===== src/rtl/four_12_12_st0_tap_sched.sv =====
// Tap/bias row address scheduler for forward and error-update passes.
// A pass issues NTAP rows (stall-aware), then drains DRAIN cycles before done.
module four_12_12_st0_tap_sched #(
    parameter int NTAP  = 12,
    parameter int DRAIN = 5
) (
    input  logic       clk,
    input  logic       reset,
    input  logic       fwd_start,
    input  logic       err_start,
    input  logic       stall,
    output logic [4:0] tap_address,
    output logic       tap_enable,
    output logic       active_normal,
    output logic       active_start_d,
    output logic       error_update_first,
    output logic       error_update_latch,
    output logic [3:0] error_phase,
    output logic       busy,
    output logic       done,
    output logic       req_drop
);

    localparam int DW = (DRAIN > 1) ? $clog2(DRAIN) : 1;
    localparam logic [4:0]    LAST_ROW   = 5'(NTAP - 1);
    localparam logic [4:0]    ACC_BASE   = 5'(NTAP);
    localparam logic [3:0]    LAST_PHASE = 4'(NTAP - 1);
    localparam logic [DW-1:0] LAST_DRAIN = DW'(DRAIN - 1);

    typedef enum logic [2:0] {
        S_IDLE,
        S_FWD,
        S_ERR_FIRST,
        S_ERR,
        S_DRAIN
    } state_t;

    state_t        state_reg, state_next;
    logic [4:0]    row_reg, row_next;
    logic [DW-1:0] drain_reg, drain_next;
    logic [3:0]    phase_reg, phase_next;
    logic          fwd_pend_reg, fwd_pend_next;
    logic          err_pend_reg, err_pend_next;
    logic          drop_reg, drop_next;
    logic          err_pass_reg, err_pass_next;

    logic take_fwd;
    logic take_err;

    // Forward wins in IDLE; a losing error request stays in its pending flag.
    assign take_fwd = (state_reg == S_IDLE) && (fwd_start || fwd_pend_reg);
    assign take_err = (state_reg == S_IDLE) && !take_fwd && (err_start || err_pend_reg);

    always_ff @(posedge clk) begin
        if (reset) begin
            state_reg    <= S_IDLE;
            row_reg      <= '0;
            drain_reg    <= '0;
            phase_reg    <= '0;
            fwd_pend_reg <= 1'b0;
            err_pend_reg <= 1'b0;
            drop_reg     <= 1'b0;
            err_pass_reg <= 1'b0;
        end else begin
            state_reg    <= state_next;
            row_reg      <= row_next;
            drain_reg    <= drain_next;
            phase_reg    <= phase_next;
            fwd_pend_reg <= fwd_pend_next;
            err_pend_reg <= err_pend_next;
            drop_reg     <= drop_next;
            err_pass_reg <= err_pass_next;
        end
    end

    // Request bookkeeping: a start is either consumed by the pass leaving IDLE
    // or parked in a one-deep flag; a start landing on a full flag is lost.
    always_comb begin
        fwd_pend_next = take_fwd ? 1'b0 : (fwd_pend_reg | fwd_start);
        err_pend_next = take_err ? 1'b0 : (err_pend_reg | err_start);
        drop_next     = drop_reg
                      | (fwd_start & fwd_pend_reg)
                      | (err_start & err_pend_reg);
        err_pass_next = err_pass_reg;
        if (take_fwd) begin
            err_pass_next = 1'b0;
        end else if (take_err) begin
            err_pass_next = 1'b1;
        end
    end

    always_comb begin
        state_next         = state_reg;
        row_next           = row_reg;
        drain_next         = drain_reg;
        phase_next         = phase_reg;
        tap_address        = 5'd0;
        tap_enable         = 1'b0;
        active_normal      = 1'b0;
        active_start_d     = 1'b0;
        error_update_first = 1'b0;
        error_update_latch = 1'b0;
        done               = 1'b0;

        case (state_reg)
            S_IDLE: begin
                row_next   = 5'd0;
                drain_next = '0;
                if (take_fwd) begin
                    state_next = S_FWD;
                end else if (take_err) begin
                    state_next = S_ERR_FIRST;
                end
            end

            S_FWD: begin
                tap_address = row_reg;
                if (!stall) begin
                    active_normal  = 1'b1;
                    active_start_d = (row_reg == 5'd0);
                    if (row_reg == LAST_ROW) begin
                        row_next   = 5'd0;
                        drain_next = '0;
                        state_next = S_DRAIN;
                    end else begin
                        row_next = row_reg + 5'd1;
                    end
                end
            end

            // Accumulator row read; issued regardless of stall.
            S_ERR_FIRST: begin
                error_update_first = 1'b1;
                active_normal      = 1'b1;
                tap_address        = ACC_BASE + {1'b0, phase_reg};
                row_next           = 5'd0;
                state_next         = S_ERR;
            end

            S_ERR: begin
                tap_address = row_reg;
                if (!stall) begin
                    active_normal      = 1'b1;
                    tap_enable         = 1'b1;
                    error_update_latch = 1'b1;
                    if (row_reg == LAST_ROW) begin
                        row_next   = 5'd0;
                        drain_next = '0;
                        state_next = S_DRAIN;
                    end else begin
                        row_next = row_reg + 5'd1;
                    end
                end
            end

            S_DRAIN: begin
                if (drain_reg == LAST_DRAIN) begin
                    done       = 1'b1;
                    drain_next = '0;
                    state_next = S_IDLE;
                    if (err_pass_reg) begin
                        phase_next = (phase_reg == LAST_PHASE) ? 4'd0 : phase_reg + 4'd1;
                    end
                end else begin
                    drain_next = drain_reg + 1'b1;
                end
            end

            default: begin
                state_next = S_IDLE;
            end
        endcase
    end

    assign busy        = (state_reg != S_IDLE);
    assign error_phase = phase_reg;
    assign req_drop    = drop_reg;

endmodule


===== config.mk =====
export PLATFORM = sky130hd
export DESIGN_NAME = four_12_12_st0_tap_sched
export DESIGN_NICKNAME = d
export VERILOG_FILES = /design/src/rtl/four_12_12_st0_tap_sched.sv
export SDC_FILE = /design/constraint.sdc
export NUM_CORES = 1
export LEC_CHECK = 0
export BUFFER_PORTS_ARGS = -buffer_cell sky130_fd_sc_hd__buf_2
export CORE_UTILIZATION = 32
export CTS_BUF_LIST = sky130_fd_sc_hd__clkbuf_4 sky130_fd_sc_hd__clkbuf_8
export CTS_CLUSTER_DIAMETER = 150
export DETAILED_ROUTE_END_ITERATION = 10
export MAX_ROUTING_LAYER = met4
export SLEW_MARGIN = 10
export SYNTH_ARGS = -nofsm -noshare
export SYNTH_HDL_FRONTEND = slang
export SYNTH_SLANG_ARGS = --single-unit

===== constraint.sdc =====
create_clock -name clk -period 1.71 [get_ports clk]
set_input_delay 0.4275 -clock clk [delete_from_list [all_inputs] [get_ports clk]]
set_output_delay 0.4275 -clock clk [all_outputs]
set_load 0.01 [all_outputs]

### Yosys cells after proc, flatten, opt, wreduce, memory -nomap -nowiden

Index checks and enable logic that the tools add are counted.

| operators by class | value |
|---|---|
| bitwise operators | 6 |
| muxes and demuxes | 23 |
| add/subtract/negate cells | 4 |
| reductions and logical operators | 19 |
| eq/ne operators | 11 |

Operators by type and width:

| kind | count |
|---|---|
| $mux 3 | 8 |
| $pmux 5 s2 | 2 |
| $pmux 3 s4 | 1 |
| $mux 5 | 2 |
| $pmux 3 s3 | 1 |
| $reduce_or 2->1 | 4 |
| $mux 1 | 7 |
| $eq 3x2->1 const B | 2 |
| $eq 3x3->1 const B | 2 |
| $reduce_and 3->1 | 2 |
| $reduce_bool 3->1 | 2 |
| $add 4x4->5 const A | 1 |
| $add 5x1->5 const B | 1 |
| $eq 5x4->1 const B | 1 |
| $logic_not 5->1 | 1 |
| $add 4x1->4 const B | 1 |
| $eq 4x4->1 const B | 1 |
| $mux 4 | 1 |
| $ne 2x2->1 const B | 2 |
| $or 1x1->1 | 4 |
| $reduce_and 4->1 | 1 |
| $add 3x1->3 const B | 1 |
| $eq 3x1->1 const B | 1 |
| $logic_and 1x1->1 | 3 |
| 9 further kinds | 11 |

| word-level totals | value |
|---|---|
| logic and storage cells | 71 |
| input bits | 5 |
| register bits after elaboration | 19 |
| output and inout bits | 17 |

### Depth between registers and ports, before layout

| depth | value |
|---|---|
| depth after elaboration | 8 |
| mapped depth | 6 |
| mapped depth without buffers | 6 |

### Worst setup path after synthesis

No wires, ideal clock.

| timing | value |
|---|---|
| kind | register -> output |
| from | register state_reg[2] |
| to | output tap_enable |
| path slack | 0.135 ns |
| buffers on the path | 2 |
| arrival | 1.148 ns |
| data required time | 1.282 ns |
| cell stages (with the launch flop) | 5 |
| cells stage by stage | dfxtp_1 > buf_2 > nor3b_1 > and2_1 > buf_4 |

| between the ends | value |
|---|---|
| longest elaborated chain between the ends | 2 |

RTL lines:

| what | RTL line | RTL |
|---|---|---|
| start, declared | 38 | `state_t state_reg, state_next;` |
| start signal, assigned | 65 | `state_reg <= state_next;` |
| $eq 3x2->1 | -- |  |
| $mux 1 | -- |  |
| end, declared | 13 | `output logic tap_enable,` |

No other way between the ends.

### Final worst setup path

| timing | value |
|---|---|
| from | register state_reg[0] |
| to | output tap_address[4] |

| between the ends | value |
|---|---|
| longest elaborated chain between the ends | 3 |
| elaborated cells between the ends (all ways) | 5 |
| those cells by class | 3 x eq/ne; 1 x mux; 1 x reduce/logical |

RTL lines:

| what | RTL line | RTL |
|---|---|---|
| $eq 3x2->1 or $eq 3x1->1 (tied branches) | 105 | `case (state_reg)` |
| $reduce_or 2->1 (no source line) | -- |  |
| $pmux 5 s2 (*) | 105 |  |
| end, declared | 12 | `output logic [4:0] tap_address,` |

Every way passes the cells marked *; elsewhere a longest branch is shown, timed or not.

==> run_results.csv <==
group,metric,value,unit
synth,ys_seq_area_share,34.4,%
worst_setup_path,critPathLaunch,"state_reg[0]$_SDFFE_PP0P_",
drt,drt_first_iter_violations,74,
min_path,hold_class,"in2reg",
cts,clkSinkCount,19,
die,ios,22,
synth,netlist_instances,134,
drt,wl,2610,um
place,numPortBuffers,21,
die,die_w,60.8,um
global_routing,antenna_found_initial,0,
cells_and_area,largest_reg_flops,5,
place,gp_congestion,0.780,
synth,yosys-top-cells-count,"nor2_1 (23), dfxtp_1 (19), a21oi_1 (10), inv_1 (10), ha_1 (7)",
die,num_rows,20,
worst_setup_path,end_kind,"output port",
drt,vias,1086,
run,drv_cap,0,
cts,cts_tree,"yes",
synth,netlist.area_leader.share,34.4,%
drt,drtPass1Iterations,4,
global_routing,track_usage,15.9,%
cts,clk_path_buf_depth,2,
global_routing,gr-total-overflow,0,
worst_setup_path,ff2ff_path_depth,6,
sta,finalCritPeriodShare,104,%
global_routing,grt_pass1_vias,976,
worst_setup_path,worstPathArrival,1.35,ns
sta,hold_viol,0,
drt,ant_nets,0,
power_and_ir_drop,irDropWorstVdd,0.000442,V
synth,ys.flop_type,"dfxtp_1",
worst_setup_path,cp_max_fo,7,
synth,ys_seq_elements,19,
die,die_height,60.8,um
sta,rsz0062_at_grt,"true",
die,fp.coreArea,3150,um^2
place,hpwlAfterDp,1810,um
synth,syn_area_per_cell,8.24,um^2
cells_and_area,antennaDiodeCount,0,
global_routing,grt_pass1_wl,4220,um
cts,clockRootBuffer,"clkbuf_4",
worst_setup_path,r2r_slack,0.13,ns
sta,min_period,1.77,ns
cts,clock_latency,0.30,ns
die,start_util,35.0,%
global_routing,grt_max_degree,18,
synth,yosysTopAreaCell,"dfxtp_1",
power_and_ir_drop,p_leak,0.000654,uW
synth,ys_async_sr_fraction,0,%
worst_setup_path,r2r-start,"state_reg[0]$_SDFFE_PP0P_",
cells_and_area,drive_above_1_share,38.8,%
synth,synth.most_common_cell,"nor2_1",
sta,whs,0.410,ns
sta,fin_ws,-0.0649,ns
worst_setup_path,r2r_end,"error_phase[3]$_SDFFE_PP0P_",
run_status,violations,"negative setup slack",
min_path,hold_depth,3,
sta,worst_slew_pin_slew,0.383,ns
sta,slew_viol_final,0,
place,pre_cts_ws,0.0147,ns
synth,synth-warning-count,0,
synth,synthTopCellsByArea,"dfxtp_1 (34%), ha_1 (7.9%), nor2_1 (7.8%)",
worst_setup_path,critPathKind,"reg2out",
cts,cts.clk_slew.worst_paths,0.10,ns
cts,cts_buffers,3,
drt,post-route-drc-count,0,
cts,hold_buffers,0,
drt,wire_per_inst,12.2,um
cts,htree_levels,1,
min_path,hold_end,"req_drop$_SDFF_PP0_",
sta,finalSetupViolCount,6,
run_status,status,"complete, but fails checks",
cells_and_area,area_growth,33.7,%
sta,maxSlewHeadroom,74.2,%
cells_and_area,nets,183,
power_and_ir_drop,p_per_area,1250,nW/um^2
sta,fmax,563,MHz
synth,syn_area,1100,um^2
die,dieArea,3690,um^2
min_path,hold_path_startpoint,"err_start",
synth,synth_edf_count,0,
drt,viasPerCell,5.07,
sta,fin_skew,0.00228,ns
worst_setup_path,worstPathRequired,1.28,ns
worst_setup_path,worstSetupStartpointType,"flip-flop",
synth,yosysUniqueCellTypes,40,
synth,synth_nets,146,
## area by class of cell
cell class	instances	area, um^2
clock buffers	4	30.0
fillers	318	1680
multi-input cells	99	724
inverters	10	40.0
flip-flops and latches	19	394
well taps	44	55.1
repair buffers	38	234
## timing repair
item,CTS,global route
endpoints found under the hold margin,0,0
gates resized for setup,16,13
pin swaps,4,5
endpoints found under the setup margin,12,13
setup buffers,9,1
## layout by cell type (no fill, tap or decap), drive strengths merged, types with 2 or more instances in the layout
cell type	Yosys	layout
mux2i	2	2
inv	10	10
ha	7	7
a22oi	6	6
dfxtp	19	19
buf	4	38
a211oi	2	2
nor4	2	2
clkbuf	2	4
o21ai	4	4
a21o	2	2
nor2b	2	2
nand4	3	3
nor3	3	3
nand2b	3	3
xor2	3	3
nand3	2	2
and2	2	2
a311oi	2	2
nand2	6	6
nor2	24	24
a21oi	10	10
nor3b	2	2
## cell families (layout without fill, tap and decap cells)
family	count (synthesis)	count (layout)	share of synthesized area (%)
AND/OR/NAND/NOR	53	53	26.5
buffers and inverters	16	52	6.34
flip-flops	19	19	34.4
adder cells (fa/ha/maj)	7	7	7.93
XOR/XNOR	4	4	3.17
AO/OA/AOI/OAI	33	33	19.8
multiplexers	2	2	1.81
## worst max path at each step
stage / cells past startpoint / end / slack [ns]
CTS: 3 / done / -0.06
global placement: 4 / active_start_d / 0.08
detailed placement: 4 / active_start_d / 0.01
finish: 6 / tap_address[4] / -0.06
floorplan: 4 / tap_enable / 0.13
global route: 6 / tap_address[4] / -0.13
## per-stage QoR
step                      instances  util [%]  TNS (ns)  cell area [um^2]  total power [uW]
after floorplan                 134         -         0              1100              1120
after global placement          200      40.8         0              1280              1350
after detailed placement        200      40.8         0              1280              1370
after CTS                       213      45.5    -0.281              1430              1770
after global routing            214      46.9    -0.979              1480              1980
final                           214      46.9    -0.156              1480              1840
## per-layer routing
metal / global-route usage [%] / part of all wire, % / vias up
met2: 25.9 / 49 / 31
met1: 19.3 / 45 / 506
met5: - / 0 / -
li1: - / - / 545
met4: 6.49 / 1.1 / 0
met3: 2.77 / 4.9 / 4
## power by group
part	total (uW)	switching, uW	internal [uW]
registers	625	94.1	530
logic	971	503	468
clock network	246	139	107
total	1840	736	1110
## worst max-delay path, stage by stage (launching register included)
cell      delay (ns)
dfxtp_4         0.38
buf_6           0.14
nand2b_4        0.15
nor2_1          0.11
a21oi_1         0.06
nor2_1          0.09
buf_2           0.13
Power figures use the tool's default switching activity.
